===== src/rtl/fwd_hazard_unit.sv =====
// fwd_hazard_unit: shadow pipeline of in-flight writers producing
// registered EX forwarding selects and a combinational load-use stall.
//
// Ports:
//   clk, rst_n      clock, async active-low reset
//   id_valid        ID holds a real instruction
//   id_rs_vec       ID source indices, operand i at [i*REG_AW +: REG_AW]
//   id_rd           ID destination register
//   id_regwrite     ID instruction writes a register
//   id_memread      ID instruction is a load
//   flush           squash the instruction advancing into EX
//   fwd_sel_vec     per-operand EX select (0 = regfile, k = stage k)
//   stall           hold PC and IF/ID, bubble into EX
//   stat_stall_cnt  cycles with stall high (FWD_HAZARD_STATS_EN only)
//   stat_fwd_cnt    EX entries with any forward (FWD_HAZARD_STATS_EN only)
//
// Optional feature macro: FWD_HAZARD_STATS_EN adds saturating counters.
module fwd_hazard_unit #(
  parameter int REG_AW     = 5,
  parameter int NUM_SRC    = 2,
  parameter int FWD_DEPTH  = 2,
  parameter int LOAD_STAGE = 2,
  parameter int SELW       = $clog2(FWD_DEPTH + 1)
) (
  input  logic                      clk,
  input  logic                      rst_n,
  input  logic                      id_valid,
  input  logic [NUM_SRC*REG_AW-1:0] id_rs_vec,
  input  logic [REG_AW-1:0]         id_rd,
  input  logic                      id_regwrite,
  input  logic                      id_memread,
  input  logic                      flush,
`ifdef FWD_HAZARD_STATS_EN
  output logic [15:0]               stat_stall_cnt,
  output logic [15:0]               stat_fwd_cnt,
`endif
  output logic [NUM_SRC*SELW-1:0]   fwd_sel_vec,
  output logic                      stall
);

  typedef struct packed {
    logic              valid;
    logic [REG_AW-1:0] rd;
    logic              regwrite;
    logic              load;
  } shadow_t;

  // Only stages 0..FWD_DEPTH-1 are ever compared; the oldest stage
  // has already committed (write-first regfile) by the time a new
  // instruction reaches EX, so it is not kept.
  shadow_t sh_q [FWD_DEPTH];

  logic [REG_AW-1:0] rs_w    [NUM_SRC];
  logic [SELW-1:0]   best    [NUM_SRC];
  logic              best_ld [NUM_SRC];
  logic              hazard;
  logic              issue;
  logic              any_fwd;
  logic [NUM_SRC*SELW-1:0] sel_q;

  for (genvar g = 0; g < NUM_SRC; g++) begin : g_rs
    assign rs_w[g] = id_rs_vec[g*REG_AW +: REG_AW];
  end

  function automatic logic hit(shadow_t e, logic [REG_AW-1:0] rs);
    return e.valid && e.regwrite &&
           (e.rd != '0) && (e.rd == rs);
  endfunction

  // Scan oldest to youngest so the youngest match is the last write.
  always_comb begin
    for (int i = 0; i < NUM_SRC; i++) begin
      best[i]    = '0;
      best_ld[i] = 1'b0;
      for (int s = FWD_DEPTH - 1; s >= 0; s--) begin
        if (hit(sh_q[s], rs_w[i])) begin
          best[i]    = SELW'(s + 1);
          best_ld[i] = sh_q[s].load;
        end
      end
    end
  end

  // A younger load shadows any older ALU writer of the same reg.
  always_comb begin
    hazard = 1'b0;
    for (int i = 0; i < NUM_SRC; i++) begin
      if (best_ld[i] && (32'(best[i]) < LOAD_STAGE))
        hazard = 1'b1;
    end
  end

  assign stall = id_valid && hazard;
  assign issue = id_valid && !stall && !flush;

  always_comb begin
    any_fwd = 1'b0;
    for (int i = 0; i < NUM_SRC; i++) begin
      if (best[i] != '0)
        any_fwd = 1'b1;
    end
    any_fwd = any_fwd && issue;
  end

  always_ff @(posedge clk or negedge rst_n) begin
    if (!rst_n) begin
      for (int s = 0; s < FWD_DEPTH; s++)
        sh_q[s] <= '0;
    end else begin
      if (issue) begin
        sh_q[0].valid    <= 1'b1;
        sh_q[0].rd       <= id_rd;
        sh_q[0].regwrite <= id_regwrite;
        sh_q[0].load     <= id_memread;
      end else begin
        sh_q[0] <= '0;
      end
      for (int s = 1; s < FWD_DEPTH; s++)
        sh_q[s] <= sh_q[s-1];
    end
  end

  always_ff @(posedge clk or negedge rst_n) begin
    if (!rst_n) begin
      sel_q <= '0;
    end else begin
      for (int i = 0; i < NUM_SRC; i++)
        sel_q[i*SELW +: SELW] <= issue ? best[i] : '0;
    end
  end

  assign fwd_sel_vec = sel_q;

`ifdef FWD_HAZARD_STATS_EN
  logic [15:0] stall_cnt_q;
  logic [15:0] fwd_cnt_q;

  always_ff @(posedge clk or negedge rst_n) begin
    if (!rst_n) begin
      stall_cnt_q <= '0;
      fwd_cnt_q   <= '0;
    end else begin
      if (stall && (stall_cnt_q != 16'hFFFF))
        stall_cnt_q <= stall_cnt_q + 16'd1;
      if (any_fwd && (fwd_cnt_q != 16'hFFFF))
        fwd_cnt_q <= fwd_cnt_q + 16'd1;
    end
  end

  assign stat_stall_cnt = stall_cnt_q;
  assign stat_fwd_cnt   = fwd_cnt_q;
`else
  logic unused_fwd;
  assign unused_fwd = any_fwd;
`endif

endmodule


===== config.mk =====
export PLATFORM = sky130hd
export DESIGN_NAME = fwd_hazard_unit
export DESIGN_NICKNAME = d
export VERILOG_FILES = /design/src/rtl/fwd_hazard_unit.sv
export SDC_FILE = /design/constraint.sdc
export NUM_CORES = 1
export LEC_CHECK = 0
export BUFFER_PORTS_ARGS = -buffer_cell sky130_fd_sc_hd__buf_2
export CAP_MARGIN = 30
export CORE_MARGIN = 1
export CORE_UTILIZATION = 49
export DETAILED_ROUTE_END_ITERATION = 10
export PLACE_DENSITY = 0.81
export SLEW_MARGIN = 10
export SYNTH_ARGS = -nofsm -noshare
export SYNTH_HDL_FRONTEND = slang
export SYNTH_SLANG_ARGS = --single-unit
export TNS_END_PERCENT = 1

===== constraint.sdc =====
create_clock -name clk -period 1.8 [get_ports clk]
set_input_delay 0.18 -clock clk [delete_from_list [all_inputs] [get_ports clk]]
set_output_delay 0.18 -clock clk [all_outputs]
set_load 0.01 [all_outputs]

[Word-level counts from Yosys, hierarchy flattened]
Index checks and enable logic that the tools add are counted.
Cells by class
  magnitude comparators: 2
  equal/unequal tests: 4
  mux-type cells: 13
  reductions and logical operators: 17
Operator list (count)
  $eq A5 B5 Y1: 4
  $logic_and A1 B1 Y1: 13
  $mux W2: 6
  $reduce_bool A5 Y1: 2
  $mux W8: 1
  $mux W1: 6
  $lt A2 B2 Y1 const B: 2
  $logic_not A1 Y1: 2
Storage, ports and cells
  register bits: 20

[Logic depth before layout (Yosys ltp)]
Gate-level depths: netlist (run 1).
  depth in word-level cells: 14
  mapped depth: 6
  depth with buffers taken out: 5

[Least setup slack after synthesis (run 1)]
Ideal clock, no wire load.
  path kind: flip-flop to output port
  start: register sh_q[10] (netlist name)
  end: output stall
  stages on the path, launching flop included: 6
  data required time: 1.620 ns
  data arrival time: 1.508 ns
  path slack: 0.112 ns
  path through: dfrtp_1 > xor2_1 > nor3_2 > nand3_2 > a211oi_2 > and2_1
On the way
  longest elaborated chain between the ends: 9
  elaborated cells on any way between the ends: 17
  classes of those cells: 2 x order compare; 2 x eq/ne; 6 x mux; 7 x reduce/logical
Ends and longest elaborated chain
  start: declaration: RTL line 51  | shadow_t sh_q [FWD_DEPTH];
  start signal: indexed assignment: RTL line 119  | sh_q[s] <= sh_q[s-1];
  $reduce_bool A5 Y1: RTL line 67  | (e.rd != '0) && (e.rd == rs);
  $logic_and A1 B1 Y1: RTL line 66  | return e.valid && e.regwrite &&
  $logic_and A1 B1 Y1: RTL line 67
  $mux W2: RTL line 76  | if (hit(sh_q[s], rs_w[i])) begin
  $lt A2 B2 Y1: RTL line 88  | if (best_ld[i] && (32'(best[i]) < LOAD_STAGE))
  $logic_and A1 B1 Y1: RTL line 88
  $mux W1: RTL line 88
  $mux W1 *: RTL line 88
  $logic_and A1 B1 Y1 *: RTL line 93  | assign stall = id_valid && hazard;
  end: declaration: RTL line 38  | output logic stall
Mark *: on every way between the ends. The rest lies on a longest branch, timed or not.

[Final worst setup path (run 1)]
  start: register sh_q[11] (netlist name)
  end: output stall
Same word-level chain as after synthesis.

==> results.ini, run 1 <==
[run_status]
status = finished with violations
violations = negative setup slack

[timing]
final-max-slew-violation-count = 0
holdWs_ps = 83.0
grt_setup_unrepaired = yes
setup_slack_ps = -188
min_period_ps = 1990
worstMarginPinSlew_ps = 406
hold_viol = 0
fin_crit_sh_pct = 110
skew_ps = 1.13
fmax_mhz = 503
relSlewSlack_pct = 72.9
setup_viol = 1

[synth]
async_reset_ff_share_pct = 100
syn_area_um2 = 900
postSynthCellCount = 80
netlist-cell-type-count = 22
synth_top_area_share_pct = 52.9
synth_area_per_cell_um2 = 11.2
syn-num-nets = 101
yosys.area.top_type = dfrtp_1
synth_edf_count = 0
yosys-top-cells-area = dfrtp_1 53%, xor2_1 12%, xnor2_1 7.8%, nor2_1 3.8%, nand2_1 2.9%
ys_seq_area_share_pct = 52.9
yosysWarnings = 0
ys_seq_elements = 19
yosysMostFrequentCell = dfrtp_1
synth-main-ff-cell = dfrtp_1
synth_common_cells = 19 x dfrtp_1, 12 x xor2_1, 9 x nor2_1

[placed_design]
port_buffers = 25
place_congestion = 0.800
hpwl_um = 1340

[route]
first_pass_iters = 3
drc_errors = 0
drt_iter0_drc = 8
routed.top_layer = met4
dr_wl_met3_um = 82
vias_per_cell = 4.82
antenna_left = 0
wirelength_um = 1730
vias = 684
route.met2.wl_um = 840
wl_met1_um = 755
wl_per_cell_um = 12.1

[die]
die_h_um = 44.8
die_width_um = 44.8
dieArea_um2 = 2010
boundaryPins = 26
core_area_um2 = 1730
rows = 15
initial_core_util_pct = 52.1

[critical_path]
worstPathRequired_ps = 1620
crit_arrival_ps = 1810
crit_type = flip-flop to primary output
cp-end-kind = primary output
rrSetupSlack_ps = 70
cp_max_fo = 4
start_kind = flip-flop

[clock_network]
clk_pin_slew_worst_paths_ps = 100
h-tree-depth = 1
numCtsBuffers = 3
cts_tree = built
clk_latency_ps = 290
clock_sinks = 19
cts_max_path_buffers = 2
cts_root_buffer = clkbuf_4

[grt]
grt_max_degree = 20
globalRouteOverflowTotal = 0
grt.total_usage_pct = 20.5
antenna_found_initial = 0
grt_pass1_wl_um = 2780
grt_pass1_vias = 652

[layout]
diodes = 0
drive_gt1_share_pct = 40.2
nets = 139
syn2layout_area_growth_pct = 28.1
postLayoutCoreUtil_pct = 66.7

[pwr]
power.density_nw_per_um2 = 667
finalPower_uw = 769
ir_drop_uv = 499
cellLeakagePower_nw = 0.569

[min_path]
hp-class = input port to flip-flop

[job]
maxCapViolCount = 0

-- report_power, final --
group	internal (mW)	switching, mW	leakage [nW]
combinational	0.0536	0.0545	0.299
clock	0.0863	0.120	0.0150
sequential	0.440	0.0144	0.255
-- logic make-up after synthesis --
family          share of synthesized area [%]
flops                                    52.9
buf+inv                                 0.834
xor+xnor                                 19.5
compound gates                           5.98
simple gates                             20.9
-- through the flow --
| stage | TNS, ps | instance area (um2) | instances | setup slack, ps |
|---|---|---|---|---|
| after floorplan | 0 | 900 | 80 | 112 |
| after global placement | 0 | 1070 | 132 | 136 |
| after detailed placement | 0 | 1070 | 132 | 97.5 |
| after CTS | -216 | 1130 | 139 | -216 |
| after global routing | -273 | 1150 | 142 | -273 |
| final | -188 | 1150 | 142 | -188 |
-- routing by layer --
layer  global-route usage, %  up-vias
met5                       0        -
met3                    3.60        5
met2                    33.2       26
met1                    25.5      312
li1                        -      341
met4                    12.7        0
-- timing repair --
action / CTS / global route
endpoints found under the setup margin: 1 / 9
setup buffers: 2 / 3
pin swaps: 4 / 3
gates resized for setup: 0 / 2
hold endpoints to repair: 19 / 0
hold buffers: 1 / 0
-- critical path, cell delays in order (launching register included) --
cell and delay (ps):
dfrtp_1 430, or4_4 560, o211ai_4 190, a211oi_2 60
and2_1 140, buf_2 130
-- layout make-up --
| class | instances | area [um2] |
|---|---|---|
| Fill cell | 155 | 574 |
| Multi-Input combinational cell | 59 | 419 |
| Timing Repair Buffer | 34 | 195 |
| Sequential cell | 19 | 477 |
| Tap cell | 25 | 31.3 |
| Clock buffer | 4 | 26.3 |
| Inverter | 1 | 3.75 |
-- final timing paths --
path                                     from                        to  cells after the start
max                        sh_q[11]$_DFF_PN0_                     stall                      5
min                                  id_rd[0]        sh_q[10]$_DFF_PN0_                      3
max reg2reg                sh_q[11]$_DFF_PN0_  fwd_sel_vec[3]$_DFF_PN0_                      5
min reg2reg                 sh_q[9]$_DFF_PN0_         sh_q[1]$_DFF_PN0_                      0
max in group asynchronous               rst_n        sh_q[10]$_DFF_PN0_                      2
min in group asynchronous               rst_n  fwd_sel_vec[2]$_DFF_PN0_                      2
-- registers in the layout (all words and copies together) (netlist names) --
name	flops
sh_q	15
fwd_sel_vec	4
-- placed cells by master, fill, tap and decap left out, types with 2 or more instances in the layout --
master    netlist  layout
a211oi_1        2       2
nor3_2          2       2
nor4_1          2       2
xor2_1         12      12
dfrtp_1        19      18
nand2_1         7       7
nor2_2          2       3
nor2_1          9       8
nand4_1         2       2
buf_2           0      25
nand3_2         2       2
xnor2_1         8       8
nor3_1          3       3
buf_4           0       8
clkbuf_4        0       3
Power figures use the tool's default switching activity.
==> run 2, diff against run 1 <==
--- a/config.mk
+++ b/config.mk
@@ -5,12 +5,12 @@
 export SDC_FILE = /design/constraint.sdc
 export NUM_CORES = 1
 export LEC_CHECK = 0
-export BUFFER_PORTS_ARGS = -buffer_cell sky130_fd_sc_hd__buf_2
 export CAP_MARGIN = 30
 export CORE_MARGIN = 1
-export CORE_UTILIZATION = 49
+export CORE_UTILIZATION = 54
 export DETAILED_ROUTE_END_ITERATION = 10
-export PLACE_DENSITY = 0.81
+export DONT_BUFFER_PORTS = 1
+export PLACE_DENSITY = 0.74
 export SLEW_MARGIN = 10
 export SYNTH_ARGS = -nofsm -noshare
 export SYNTH_HDL_FRONTEND = slang
==> results.ini, run 2 (same netlist as run 1, synthesis figures left out) <==
[min_path]
hp-class = input port to flip-flop
holdPathEnd = sh_q[15]$_DFF_PN0_
hp-start = id_valid
hold_depth = 2  ; -1

[layout]
drive_gt1_share_pct = 21.2  ; -19 points
fillers = 109  ; -30%
top_register = sh_q
final_cell_mix = 19 x dfrtp_1, 12 x xor2_1, 9 x nor2_1
largest_reg_flops = 15  ; unchanged
diodes = 0  ; unchanged
layout_commonest_cell = dfrtp_1
nets = 121  ; -13%
syn2layout_area_growth_pct = 20.6

[critical_path]
r2r_start = sh_q[14]$_DFF_PN0_
cp-end-kind = primary output
worstPathRequired_ps = 1620  ; about the same
rr_worst_depth = 5  ; unchanged
crit_type = flip-flop to primary output
reg2reg_to = fwd_sel_vec[3]$_DFF_PN0_
start_kind = flip-flop
rrSetupSlack_ps = 80  ; about the same
cp_max_fo = 3  ; -1
crit_arrival_ps = 1720  ; -90 ps

[grt]
globalRouteOverflowTotal = 0  ; unchanged
grt_pass1_wl_um = 2570  ; -7.4%
grt_max_degree = 20  ; unchanged
antenna_found_initial = 0  ; unchanged
grt_pass1_vias = 605  ; -7.2%
grt.total_usage_pct = 19.7  ; -0.81 points

[die]
initial_core_util_pct = 59.0  ; +6.9 points
core_area_um2 = 1520  ; -12%
die_h_um = 42.8  ; -4.5%
rows = 14  ; -1
dieArea_um2 = 1830  ; -8.8%
boundaryPins = 26  ; unchanged
die_width_um = 42.8  ; -4.5%

[route]
wirelength_um = 1610  ; -6.8%
vias = 610  ; -11%
drc_errors = 0  ; unchanged
wl_per_cell_um = 14.0  ; +15%
antenna_left = 0  ; unchanged
first_pass_iters = 4  ; +1
vias_per_cell = 5.30  ; +10%
drt_iter0_drc = 5  ; -3

[pwr]
cellLeakagePower_nw = 0.495  ; -13%
power.density_nw_per_um2 = 691  ; +3.6%
finalPower_uw = 750  ; -2.5%
ir_drop_uv = 469  ; -6.0%

[clock_network]
clock_sinks = 19  ; unchanged
clk_latency_ps = 290  ; about the same
clk_pin_slew_worst_paths_ps = 100  ; about the same
numCtsBuffers = 3  ; unchanged
cts_max_path_buffers = 2  ; unchanged
cts_tree = built
h-tree-depth = 1  ; unchanged
cts_root_buffer = clkbuf_4

[job]
maxCapViolCount = 0  ; unchanged

[timing]
grt_setup_unrepaired = yes
min_period_ps = 1900  ; -87.9 ps
fin_crit_sh_pct = 106  ; -4.9 points
holdWs_ps = 61.8  ; -21.2 ps
relSlewSlack_pct = 44.4  ; -28 points
skew_ps = 1.70  ; +0.569 ps
setup_viol = 1  ; unchanged
hold_viol = 0  ; unchanged
setup_slack_ps = -99.8  ; +87.9 ps
fmax_mhz = 526  ; +4.6%
worstMarginPinSlew_ps = 831  ; +424 ps
final-max-slew-violation-count = 0  ; unchanged

[run_status]
status = finished with violations
violations = negative setup slack

[placed_design]
port_buffers = 0  ; -100%
place_congestion = 0.842  ; +5.3%
hpwl_um = 1120  ; -17%

run 2: changes by cell type in the layout (fill, tap and decap cells not counted), sizes merged:
cell	before	now
buf	33	8
dlygate4sd3	1	8
run 2: timing repair:
| action | CTS | global route |
|---|---|---|
| gates cloned | 0 | 0 |
| hold buffers | 8 | 0 |
| endpoints found under the hold margin | 26 | 0 |
| resized for setup | 1 | 0 |
| setup buffers | 4 | 2 |
| endpoints found under the setup margin | 1 | 2 |
| pin swaps | 4 | 2 |
run 2: per-stage QoR:
stage	worst slack (ps)	setup TNS [ps]	instance area (um2)	utilization (%)	instances
after CTS	-107	-107	1070	70.2	113
after global placement	145	0	931	61.1	97
after floorplan	112	0	900	-	80
final	-99.8	-99.8	1080	71.2	115
after global routing	-184	-184	1080	71.2	115
after detailed placement	129	0	931	61.1	97
run 2: final cells by class:
type | count | area (um2) | share of cell area [%]
clock buffers | 4 | 26.3 | 2.42
inverters | 1 | 3.75 | 0.346
multi-input cells | 59 | 419 | 38.6
flip-flops and latches | 19 | 475 | 43.8
well taps | 16 | 20.0 | 1.85
repair buffers | 16 | 140 | 12.9
run 2: metal layers:
layer	up-vias	global-route usage, %	wire, um
met5	-	0	0
met4	0	7.50	15
met3	2	5.96	90
met2	20	28.8	787
met1	283	27.6	714
li1	305	-	-
run 2: worst max-delay path, stage by stage, from the launching register on:
cell and delay (ps):
dfrtp_1 410, or4_4 560, o211ai_4 220, a211oi_2 70, and2_4 170
run 2: report_power, final:
part           switching, mW  total [mW]  leakage [nW]  internal [mW]
Combinational         0.0411      0.0911         0.224         0.0499
Sequential            0.0141       0.454         0.257          0.440
Clock                  0.118       0.205        0.0150         0.0862
run 2: worst max path at each step:
stage,from,end,slack (ps),depth (start not counted)
after detailed placement,sh_q[11]$_DFF_PN0_,stall,130,4
after floorplan,sh_q[10]$_DFF_PN0_,stall,110,5
after global routing,sh_q[14]$_DFF_PN0_,stall,-180,6
final,sh_q[14]$_DFF_PN0_,stall,-100,4
after global placement,sh_q[11]$_DFF_PN0_,stall,140,4
after CTS,sh_q[14]$_DFF_PN0_,stall,-110,4
